--- config.mk ---
export PLATFORM = sky130hd
export DESIGN_NAME = rdma_arb_cmd_rd
export DESIGN_NICKNAME = d
export VERILOG_FILES = /design/src/rtl/lynxTypes.sv /design/src/rtl/arb_rr_pick.sv /design/src/rtl/rdma_arb_cmd_rd.sv
export SDC_FILE = /design/constraint.sdc
export NUM_CORES = 1
export LEC_CHECK = 0
export ABC_AREA = 1
export BUFFER_PORTS_ARGS = -buffer_cell sky130_fd_sc_hd__buf_2
export CORE_AREA = 3 3 164 166
export CTS_CLUSTER_SIZE = 12
export DETAILED_ROUTE_END_ITERATION = 8
export DIE_AREA = 0 0 167 169
export PLACE_DENSITY = 0.63
export SLEW_MARGIN = 20
export SYNTH_ARGS = -nofsm -noshare
export SYNTH_HDL_FRONTEND = slang
export SYNTH_SLANG_ARGS = --single-unit
--- constraint.sdc ---
create_clock -name aclk -period 10.62 [get_ports aclk]
set_input_delay 3.186 -clock aclk [delete_from_list [all_inputs] [get_ports aclk]]
set_output_delay 3.186 -clock aclk [all_outputs]
set_load 0.005 [all_outputs]
--- src/rtl/lynxTypes.sv ---
// Shared types and sizing for the RDMA command path.
//   N_REGIONS     : number of vFPGA regions issuing commands
//   N_OUTSTANDING : read commands a region may have in flight
//   req_t         : one read command as carried on the request streams
package lynxTypes;

    localparam int N_REGIONS     = 4;
    localparam int N_OUTSTANDING = 8;

    typedef struct packed {
        logic [47:0] vaddr;
        logic [27:0] len;
        logic [5:0]  pid;
    } req_t;

endpackage

--- src/rtl/arb_rr_pick.sv ---
// Cyclic first-one search used by the read-command arbiter.
//   eligible : requesters that may be granted this cycle
//   ptr      : index where the search starts
//   idx      : first eligible index at or after ptr, wrapping around
//   found    : at least one requester was eligible
module arb_rr_pick #(
    parameter int N   = 4,
    parameter int IDW = 2
) (
    input  logic [N-1:0]   eligible,
    input  logic [IDW-1:0] ptr,
    output logic [IDW-1:0] idx,
    output logic           found
);

    // Two linear passes instead of a modulo walk: the first covers
    // ptr..N-1, the second picks up the wrapped range 0..ptr-1.
    always_comb begin
        idx   = '0;
        found = 1'b0;
        for (int unsigned j = 0; j < N; j++) begin
            if (!found && eligible[j] && (j >= 32'(ptr))) begin
                found = 1'b1;
                idx   = IDW'(j);
            end
        end
        for (int unsigned j = 0; j < N; j++) begin
            if (!found && eligible[j]) begin
                found = 1'b1;
                idx   = IDW'(j);
            end
        end
    end

endmodule

--- src/rtl/rdma_arb_cmd_rd.sv ---
// Round-robin arbiter for RDMA read commands with per-region credit limits.
// Each region may have at most N_CRED commands in flight; a completion
// (cpl_valid/cpl_id) returns one credit.
//   aclk, areset            : clock, synchronous active-high reset
//   s_req_valid/ready/data  : per-region command streams
//   m_req_valid/ready/data  : arbitrated command (registered)
//   m_req_id                : region that owns m_req_data
//   cpl_valid, cpl_id       : one transfer finished for region cpl_id
//   idle                    : no credits out and output register empty
//   err                     : sticky, completion without a matching credit
module rdma_arb_cmd_rd
    import lynxTypes::*;
#(
    parameter  int N_REQ   = N_REGIONS,
    parameter  int N_CRED  = N_OUTSTANDING,
    localparam int ID_BITS = (N_REQ > 1) ? $clog2(N_REQ) : 1
) (
    input  logic                 aclk,
    input  logic                 areset,
    input  logic [N_REQ-1:0]     s_req_valid,
    output logic [N_REQ-1:0]     s_req_ready,
    input  req_t [N_REQ-1:0]     s_req_data,
    output logic                 m_req_valid,
    input  logic                 m_req_ready,
    output req_t                 m_req_data,
    output logic [ID_BITS-1:0]   m_req_id,
    input  logic                 cpl_valid,
    input  logic [ID_BITS-1:0]   cpl_id,
    output logic                 idle,
    output logic                 err
);

    localparam int CNT_W = $clog2(N_CRED + 1);

    logic [N_REQ-1:0]   eligible;
    logic [N_REQ-1:0]   dec;
    logic [N_REQ-1:0]   busy_nxt;
    logic [ID_BITS-1:0] rr_ptr;
    logic [ID_BITS-1:0] win;
    logic               found;
    logic               grant;
    logic               mvalid_nxt;
    logic               cpl_hit;

    arb_rr_pick #(
        .N   (N_REQ),
        .IDW (ID_BITS)
    ) u_pick (
        .eligible (eligible),
        .ptr      (rr_ptr),
        .idx      (win),
        .found    (found)
    );

    // A grant may land while the held command drains, keeping one per cycle.
    assign grant      = !areset && found && (!m_req_valid || m_req_ready);
    assign mvalid_nxt = grant || (m_req_valid && !m_req_ready);

    always_comb begin
        s_req_ready = '0;
        if (grant) begin
            s_req_ready[win] = 1'b1;
        end
    end

    genvar g;
    for (g = 0; g < N_REQ; g++) begin : g_cred
        logic [CNT_W-1:0] cnt_q;
        logic [CNT_W-1:0] cnt_d;
        logic             inc;

        // Eligibility looks at the registered count, so a credit returned
        // this cycle is only usable next cycle.
        assign eligible[g] = s_req_valid[g] && (cnt_q < CNT_W'(N_CRED));
        assign inc         = grant && (win == ID_BITS'(g));
        assign dec[g]      = cpl_valid && (cpl_id == ID_BITS'(g)) && (cnt_q != '0);

        always_comb begin
            cnt_d = cnt_q;
            if (inc && !dec[g]) begin
                cnt_d = cnt_q + 1'b1;
            end else if (dec[g] && !inc) begin
                cnt_d = cnt_q - 1'b1;
            end
        end

        assign busy_nxt[g] = (cnt_d != '0);

        always_ff @(posedge aclk) begin
            if (areset) begin
                cnt_q <= '0;
            end else begin
                cnt_q <= cnt_d;
            end
        end
    end

    // Out-of-range ids and zero counters both leave dec clear.
    assign cpl_hit = |dec;

    always_ff @(posedge aclk) begin
        if (areset) begin
            m_req_valid <= 1'b0;
            m_req_id    <= '0;
            m_req_data  <= '0;
            rr_ptr      <= '0;
            err         <= 1'b0;
            idle        <= 1'b1;
        end else begin
            m_req_valid <= mvalid_nxt;
            if (grant) begin
                m_req_data <= s_req_data[win];
                m_req_id   <= win;
                rr_ptr     <= (win == ID_BITS'(N_REQ - 1)) ? '0 : win + 1'b1;
            end
            if (cpl_valid && !cpl_hit) begin
                err <= 1'b1;
            end
            idle <= !(|busy_nxt) && !mvalid_nxt;
        end
    end

endmodule

Word level (Yosys, flattened, before mapping)

Index checks and enable logic that the tools add are counted.
W data, S select, Z words.

Logic and storage cells: 140
Bits of input ports: 338
Bits in registers: 105

Reductions and logical operators: 75
Add/sub/neg operators: 9
Order comparisons: 9
Multiplexer cells: 29
Equality and inequality tests: 6

Operators by type and width:

| cell                  | count |
|---|---|
| $bmux W82 S2          | 1 |
| $mux W82              | 1 |
| $logic_and A1 B1 Y1   | 40 |
| $mux W4               | 9 |
| $reduce_bool A4 Y1    | 8 |
| $logic_not A1 Y1      | 21 |
| $add A4 B1 Y4 const B | 4 |
| $lt A4 B4 Y1 const B  | 4 |
| $sub A4 B1 Y4 const B | 4 |
| $mux W2               | 7 |
| $mux W1               | 10 |
| $eq A2 B2 Y1 const B  | 4 |
| $reduce_or A4 Y1      | 2 |
| $eq A2 B1 Y1 const B  | 2 |
| $ge A1 B2 Y1 const A  | 2 |
| $logic_not A2 Y1      | 2 |
| $lt A2 B3 Y1 const B  | 1 |
| $add A2 B1 Y2 const B | 1 |
| $demux W1 S2          | 1 |
| $ge A2 B1 Y1 const B  | 1 |
| $ge A2 B2 Y1 const A  | 1 |
| $logic_or A1 B1 Y1    | 2 |

Logic depth before layout (Yosys ltp)

Gate-level depths: netlist (run 1).

Word-level depth: 38
Gate-level depth with buffers: 23
Depth with buffers taken out: 20

Modules after synthesis

From an unflattened synthesis (run 1), not the netlist that was laid out.

Cells, all modules: 1112
Area total of the unflattened synthesis: 6776.5 µm²

Modules (own cells, without submodules):

| module          | area each (µm²) | times used | cells an instance |
|---|---|---|---|
| rdma_arb_cmd_rd | 6685.2          | 1          | 1091 |
| arb_rr_pick     | 91.3            | 1          | 21 |

Worst setup path before layout (run 1)

No wires, ideal clock.

Path kind: input to output
Start point: input s_req_valid[0]
End point: output s_req_ready[2]
Data required time: 7434 ps
Stages on the path: 14
Data arrival time: 4696 ps
Path slack: 2738 ps
Cells stage by stage: inv_1 -> nor2_1 -> nand2_1 -> nand2_2 -> nor2_4 -> nand4_1 -> nand2_2 -> inv_1 -> buf_2 -> buf_4 -> buf_2 -> ha_1 -> nand4_1 -> inv_1

Cells in the longest elaborated chain, start to end: 31
Elaborated cells on any way between the ends: 41

Ends and longest elaborated chain:

| item                                                               | RTL line              | text |
|---|---|---|
| start, declared                                                    | rdma_arb_cmd_rd.sv:20 | `input logic [N_REQ-1:0] s_req_valid,` |
| $logic_and A1 B1 Y1 *                                              | rdma_arb_cmd_rd.sv:74 | `assign eligible[g] = s_req_valid[g] && (cnt_q < CNT_W'(N_CRED));` |
| $logic_and A1 B1 Y1                                                | arb_rr_pick.sv:22     | `if (!found && eligible[j] && (j >= 32'(ptr))) begin` |
| $mux W1                                                            | arb_rr_pick.sv:22     |  |
| $logic_not A1 Y1                                                   | arb_rr_pick.sv:22     |  |
| $logic_and A1 B1 Y1 (2 in series)                                  | arb_rr_pick.sv:22     |  |
| $mux W1                                                            | arb_rr_pick.sv:22     |  |
| $logic_not A1 Y1                                                   | arb_rr_pick.sv:22     |  |
| $logic_and A1 B1 Y1 (2 in series)                                  | arb_rr_pick.sv:22     |  |
| [... 13 more ...]                                                  | -                     |  |
| $logic_not A1 Y1                                                   | arb_rr_pick.sv:28     | `if (!found && eligible[j]) begin` |
| $logic_and A1 B1 Y1                                                | arb_rr_pick.sv:28     |  |
| $mux W2                                                            | arb_rr_pick.sv:28     |  |
| $lt A2 B3 Y1 (implied by the code) or $ge A2 B1 Y1 (tied branches) | rdma_arb_cmd_rd.sv:62 | `s_req_ready[win] = 1'b1;` |
| $logic_and A1 B1 Y1 (implied by the code)                          | rdma_arb_cmd_rd.sv:62 |  |
| $mux W1 (implied by the code)                                      | rdma_arb_cmd_rd.sv:62 |  |
| $demux W1 S2                                                       | rdma_arb_cmd_rd.sv:62 |  |
| $mux W4 *                                                          | rdma_arb_cmd_rd.sv:61 | `if (grant) begin` |
| end, declared                                                      | rdma_arb_cmd_rd.sv:21 | `output logic [N_REQ-1:0] s_req_ready,` |

Every way passes the cells marked *; elsewhere a longest branch is shown, timed or not.

Worst setup path in the final report (run 1)

Ends and elaborated chain as after synthesis.

==> results.sh, run 1 <==
export IMPL_via_count=8610
export IMPL_crit_chain="buf_2 > inv_1 > nor2_1 > nand2_1 > nand2_2 > nor2_4 > nand4_1 > nand2_8 > inv_4 > ha_1 > nand4_1 > inv_1 > buf_2"
export IMPL_crit_buf_inv=5
export IMPL_post_route_drc_count=0
export IMPL_wl_um=27650
export IMPL_avgSynthCellArea_um2=6.589
export IMPL_placed_cell_area_um2=8995
export IMPL_synth_cells=1019
export IMPL_fin_skew_ns=0.008487
export IMPL_yosysUniqueCellTypes=38
export IMPL_cts_tree="built"
export IMPL_cpMaxStageDelayCell="inv_4"
export IMPL_ys_ff_latch=105
export IMPL_crit_fanout=85
export IMPL_seqCellArea_um2=2102
export IMPL_critical_path_class="in -> out"
export IMPL_critPathRequiredTime_ns=7.43
export IMPL_rsz0062_at_grt="no"
export IMPL_htreeDepth=3
export IMPL_insertion_delay_ns=0.35
export IMPL_port_buffers=428
export IMPL_gr_total_overflow=0
export IMPL_dp_hpwl_um=20780
export IMPL_design_area_um2=9284
export IMPL_min_delay_path_class="reg -> reg"
export IMPL_setup_viol=0
export IMPL_io_pins=429
export IMPL_dieArea_um2=28220
export IMPL_combinationalPowerShare_pct=42.6
export IMPL_cts_made_buffers=9
export IMPL_power_frac_clock_pct=22.3
export IMPL_grt_pass1_wl_um=42450
export IMPL_post_cts_buffers=0
export IMPL_worst_pin_slew_ns=0.8826
export IMPL_fin_util_pct=36.04
export IMPL_outcome="complete, no violations"
export IMPL_first_iter_violations=433
export IMPL_ctsResizeCount=0
export IMPL_core_um2=25760
export IMPL_seqPwrFrac_pct=35.0
export IMPL_place_gp_congestion=0.9026
export IMPL_rows=59
export IMPL_syn_cell_area_um2=6714
export IMPL_ant_nets=0
export IMPL_final_cell_mix="buf_2, nand2_1, nor2_1"
export IMPL_finalHoldViolations=0
export IMPL_leakagePower_nw=4.772
export IMPL_slew_violations=0
export IMPL_synthToLayoutAreaGrowth_pct=38.28
export IMPL_clkSlewWorstSetupHoldPaths_ns=0.07
export IMPL_relSlewSlack_pct=41.16
export IMPL_max_freq_mhz=113.5
export IMPL_final_nets=1742
export IMPL_grt_pass1_vias=8168
export IMPL_cp_data_arrival_time_ns=5.63
export IMPL_fillers=2791
export IMPL_maxCapViolations=0
export IMPL_die_x_um=167
export IMPL_netlist_top_cells_area="dfxtp_1, nand2_1, nand3_1"
export IMPL_yosysTopAreaCell="dfxtp_1"
export IMPL_grt_max_degree=86
export IMPL_vias_per_cell=4.963
export IMPL_cts_root_buf="clkbuf_16"
export IMPL_cts_sinks=105
export IMPL_whs_ns=0.4666
export IMPL_cp_top_family="simple AND/OR/NAND/NOR gates"
export IMPL_ir_drop_mv=0.08811
export IMPL_power_mw=1.492
export IMPL_power_density_nw_per_um2=160.7
export IMPL_fin_crit_sh_pct=82.97
export IMPL_period_needed_ns=8.812
export IMPL_startpoint_type="primary input"
export IMPL_first_pass_iters=5
export IMPL_die_h_um=169
export IMPL_drive_gt1_share_pct=34.14
export IMPL_grtUsageTotal_pct=18.34
export IMPL_internal_power_uw=900.8
export IMPL_setup_tns_final_ns=0
export IMPL_final_common_cell="buf_2"
export IMPL_endpoint_kind="output pin"
export IMPL_initial_core_util_pct=26.06
export IMPL_synth_fp_nets=1369
export IMPL_multi_input_area_um2=4111
export IMPL_synth_warnings=0
export IMPL_power_switching_uw=591.2
export IMPL_clock_path_buffers=2
export IMPL_antenna_found_initial=3
export IMPL_wire_per_inst_um=15.94
export IMPL_slowest_delay_ns=0.61
export IMPL_switching_share_pct=39.63
export IMPL_reg2reg_slack_ns=7.10
export IMPL_ys_seq_area_share_pct=31.31
export IMPL_ctsHoldBuffers=0
export IMPL_yosysTopAreaCellShare_pct=31.31
-- path summary, 6_finish.rpt --
kind / from / endpoint / cells past startpoint
worst min register to register: m_req_data[67] / m_req_data[67] / 2
worst min-delay path: m_req_data[67] / m_req_data[67] / 2
worst max-delay path: s_req_valid[0] / s_req_ready[2] / 13
worst max register to register: g_cred[0].cnt_q[3] / idle / 20
-- power groups by stage --
| stage | sequential (mW) | combinational [mW] | clock, mW |
|---|---|---|---|
| floorplan | 0.532 | 0.401 | 0 |
| global placement | 0.529 | 0.635 | 0 |
| detailed placement | 0.531 | 0.638 | 0 |
| CTS | 0.523 | 0.640 | 0.348 |
| global route | 0.533 | 0.720 | 0.361 |
| finish | 0.523 | 0.636 | 0.333 |
-- cell type report --
| type | count | share of cell area (%) |
|---|---|---|
| clock inverters | 5 | 0.4178 |
| repair buffers | 436 | 23.72 |
| inverters | 42 | 1.725 |
| flip-flops and latches | 105 | 22.64 |
| multi-input cells | 798 | 44.29 |
| clock buffers | 11 | 2.615 |
| diodes | 3 | 0.08086 |
| well taps | 335 | 4.515 |
-- sequential cells by signal (all words and copies together) (netlist names) --
name,flops
m_req_data,82
g_cred.cnt_q,16
m_req_id,2
rr_ptr,2
err,1
idle,1
m_req_valid,1
-- per-layer routing --
layer | wire (µm) | up-vias | share of wire (%) | global-route usage, %
li1 | - | 4231 | - | -
met1 | 11410 | 3974 | 41 | 22.55
met2 | 13710 | 374 | 50 | 32.20
met3 | 2114 | 31 | 7.6 | 4.134
met4 | 412 | 0 | 1.5 | 5.237
met5 | 0 | - | 0 | 0
-- synth_stat cells, drive strengths merged --
master	number
nor2	115
a31oi	30
nor3b	2
nand2	306
o21ai	92
dfxtp	105
o221ai	10
and3	1
clkinv	1
clkbuf	30
o31ai	2
or2	1
xor2	12
nand4	9
mux2i	20
a32o	29
nor3	2
nand3	91
a21oi	21
inv	41
o22ai	43
ha	12
buf	44
-- kinds of logic (layout without fill, tap and decap cells) --
group                      after synthesis  in the layout  share of synthesized area, %
muxes                                   20             20                         2.982
buffers and inverters                  116            494                         7.734
adders and majority gates               12             12                         2.236
other                                    0              3                             0
and+or+nand+nor                        527            527                         32.93
DFF                                    105            105                         31.31
xor gates and xnor gates                12             12                         1.565
AOI/OAI and AO/OA                      227            227                         21.24
-- tightest hold or removal path, delay by kind of cell, from the launching register on --
kind	cells	cell delay (ns)
AND/OR/NAND/NOR	2	0.12
flip-flops	1	0.31
-- stage by stage --
stage / cells / worst slack, ns
6_report: 1735 / 1.808
5_1_grt: 1735 / 1.509
4_1_cts: 1732 / 1.745
3_5_place_dp: 1716 / 1.757
3_3_place_gp: 1716 / 1.777
2_1_floorplan: 1019 / 2.738
No activity file was read; power rests on OpenSTA's default activity.
==> run 2, diff against run 1 <==
--- a/config.mk
+++ b/config.mk
@@ -5,13 +5,13 @@
 export SDC_FILE = /design/constraint.sdc
 export NUM_CORES = 1
 export LEC_CHECK = 0
-export ABC_AREA = 1
+export ABC_AREA = 0
 export BUFFER_PORTS_ARGS = -buffer_cell sky130_fd_sc_hd__buf_2
 export CORE_AREA = 3 3 164 166
 export CTS_CLUSTER_SIZE = 12
 export DETAILED_ROUTE_END_ITERATION = 8
 export DIE_AREA = 0 0 167 169
-export PLACE_DENSITY = 0.63
+export PLACE_DENSITY = 0.64
 export SLEW_MARGIN = 20
 export SYNTH_ARGS = -nofsm -noshare
 export SYNTH_HDL_FRONTEND = slang
==> constraint.sdc (replaced) <==
create_clock -name aclk -period 7.34 [get_ports aclk]
set_input_delay 2.202 -clock aclk [delete_from_list [all_inputs] [get_ports aclk]]
set_output_delay 2.202 -clock aclk [all_outputs]
set_load 0.005 [all_outputs]
==> run 2 against run 1 <==
  * Die area unchanged
  * Sequential cell count unchanged
  * Critical endpoint is now s_req_ready[3]
  * Critical path type unchanged
  * Total power rose by 57%
  * Wire length down 3.2%
  * Sequential power rose by 52%
  * Core utilization hardly changed
  * Synthesized cell count shrank 4.6%
  * Sequential share of layout area about the same
  * Clock power is 65% higher
  * Final cell count shrank 2.5%
  * Setup slack lost 0.48 ns
  * Register-to-register slack worse by 2.7 ns
==> results.sh, run 2 <==
export IMPL_cp_data_arrival_time_ns=3.81
export IMPL_power_frac_clock_pct=23.3
export IMPL_netlist_top_cells_area="dfxtp_1, nand2_1, a21oi_1"
export IMPL_period_needed_ns=6.013
export IMPL_clkSlewWorstSetupHoldPaths_ns=0.07
export IMPL_largest_register_ffs=82
export IMPL_final_common_cell="buf_2"
export IMPL_layout_setup_ws_ns=1.327
export IMPL_first_pass_iters=5
export IMPL_dieArea_um2=28220
export IMPL_synth_common_cells="nand2_1, a21oi_1, nor2_1, dfxtp_1, o21ai_0"
export IMPL_fin_skew_ns=0.01708
export IMPL_timing_rr_start="g_cred[3].cnt_q[3]"
export IMPL_ant_nets=0
export IMPL_post_cts_buffers=0
export IMPL_slew_violations=0
export IMPL_synth_cells=972
export IMPL_fillers=2839
export IMPL_ir_drop_mv=0.1486
export IMPL_multi_input_area_um2=4143
export IMPL_maxCapViolations=0
export IMPL_yosysTopAreaCellShare_pct=31.94
export IMPL_ctsHoldBuffers=0
export IMPL_startpoint_type="primary input"
export IMPL_die_h_um=169
export IMPL_post_route_drc_count=0
export IMPL_hp_start="m_req_data[12]"
export IMPL_worst_pin_slew_ns=0.9679
export IMPL_port_buffers=428
export IMPL_cts_tree="built"
export IMPL_cts_root_buf="clkbuf_16"
export IMPL_critical_path_class="in -> out"
export IMPL_wl_um=26760
export IMPL_final_cell_mix="buf_2, nand2_1, a21oi_1"
export IMPL_avgSynthCellArea_um2=6.771
export IMPL_die_x_um=167
export IMPL_core_um2=25760
export IMPL_gr_total_overflow=0
export IMPL_grt_pass1_wl_um=39740
export IMPL_synth_fp_nets=1322
export IMPL_cts_sinks=105
export IMPL_rows=59
export IMPL_seqPwrFrac_pct=33.9
export IMPL_crit_fanout=6
export IMPL_critPathRequiredTime_ns=5.14
export IMPL_antenna_found_initial=7
export IMPL_synth_flop_cell="dfxtp_1"
export IMPL_ys_seq_area_share_pct=31.94
export IMPL_finalHoldViolations=0
export IMPL_dp_hpwl_um=20320
export IMPL_min_delay_path_class="reg -> reg"
export IMPL_relSlewSlack_pct=35.25
export IMPL_fin_crit_sh_pct=81.92
export IMPL_setup_tns_final_ns=0
export IMPL_top_regs="m_req_data x82, g_cred.cnt_q x16"
export IMPL_first_iter_violations=509
export IMPL_power_switching_uw=918.1
export IMPL_largest_register="m_req_data"
export IMPL_insertion_delay_ns=0.36
export IMPL_final_nets=1696
export IMPL_endpoint_kind="output pin"
export IMPL_synth_async_sr_flop_share_pct=0
export IMPL_synthToLayoutAreaGrowth_pct=40.89
export IMPL_vias_per_cell=4.830
export IMPL_crit_path_start="s_req_valid[1]"
export IMPL_yosysTopAreaCell="dfxtp_1"
export IMPL_outcome="complete, no violations"
export IMPL_clock_path_buffers=2
export IMPL_io_pins=429
export IMPL_ctsResizeCount=0
export IMPL_leakagePower_nw=4.861
export IMPL_synth_most_common_cell="nand2_1"
export IMPL_post_place_ws_ns=1.355
export IMPL_yosysUniqueCellTypes=58
export IMPL_rsz0062_at_grt="no"
export IMPL_via_count=8173
export IMPL_switching_share_pct=39.10
export IMPL_grt_pass1_vias=7493
export IMPL_htreeDepth=3
export IMPL_seqCellArea_um2=2102
export IMPL_setup_viol=0
export IMPL_fin_util_pct=35.99
export IMPL_cts_made_buffers=9
export IMPL_synth_warnings=0
export IMPL_grt_max_degree=87
export IMPL_grtUsageTotal_pct=17.37
export IMPL_combinationalPowerShare_pct=42.8
export IMPL_power_density_nw_per_um2=253.2
export IMPL_wire_per_inst_um=15.82
export IMPL_syn_cell_area_um2=6581
export IMPL_place_gp_congestion=0.8466
export IMPL_synth_edf_count=0
export IMPL_drive_gt1_share_pct=35.46
export IMPL_internal_power_mw=1.430
export IMPL_max_freq_mhz=166.3
export IMPL_initial_core_util_pct=25.55
export IMPL_ys_ff_latch=105
==> run 2: changes by cell type after synthesis, sizes merged, moves of 23 or more <==
cell / change
clkbuf: +23
nand3: -58
a32o: -29
inv: -26
buf: -23
a31oi: -26
o21ai: -28
a21oi: +92
a211o: +54
nand3b: +30
nand2: -24
o22ai: -43
==> run 2: cell type report <==
| class | count | share of cell area [%] |
|---|---|---|
| Tap cell | 335 | 4.520 |
| Clock inverter | 7 | 1.079 |
| Inverter | 15 | 0.6342 |
| Timing Repair Buffer | 437 | 23.83 |
| Antenna cell | 6 | 0.1619 |
| Clock buffer | 9 | 2.429 |
| Multi-Input combinational cell | 778 | 44.68 |
| Sequential cell | 105 | 22.67 |
==> run 2: critical path, stage by stage <==
cell and delay (ns):
buf_2 0.12, nand2b_4 0.09, o21ai_0 0.11, a21oi_1 0.27, o21ai_4 0.12, inv_1 0.10, ha_1 0.16, inv_1 0.12
nor3_2 0.32, buf_2 0.20
==> run 2: worst paths after layout <==
| check | to | slack, ns | cells after the start |
|---|---|---|---|
| min | m_req_data[12] | 0.46 | 1 |
| max reg2reg | m_req_data[22] | 4.36 | 7 |
| min reg2reg | m_req_data[12] | 0.46 | 1 |
| max | s_req_ready[3] | 1.33 | 10 |
==> run 2: cell families after synthesis <==
kind of cell | count (synthesis) | synth area share [%]
AOI/OAI and AO/OA | 255 | 24.54
xor gates and xnor gates | 16 | 2.129
adders and majority gates | 12 | 2.281
buffers and inverters | 89 | 5.570
DFF | 105 | 31.94
muxes | 7 | 1.122
and+or+nand+nor | 488 | 32.41
==> run 2: per-layer routing <==
layer	track usage (%)	share of wire, %	vias up
met5	0	0.049	-
met4	5.308	1.8	2
met3	4.577	7.5	30
met2	30.26	50	309
met1	21.01	41	3784
li1	-	-	4048
==> run 2: stage by stage <==
stage	total power, mW	instances	instance area (µm²)	hold WS, ns
floorplan	1.410	972	6581	0.4527
global placement	1.796	1670	8932	0.4387
detailed placement	1.810	1670	8932	0.4438
CTS	2.373	1686	9258	0.4618
global route	2.526	1691	9270	0.4738
finish	2.348	1692	9273	0.4610
==> run 2: power by group through the flow <==
stage               sequential [mW]  clock [mW]  combinational, mW
detailed placement            0.806           0               1.00
floorplan                     0.813           0              0.597
CTS                           0.794       0.569               1.01
finish                        0.796       0.548               1.00
global placement              0.803           0              0.993
global route                  0.814       0.586               1.13
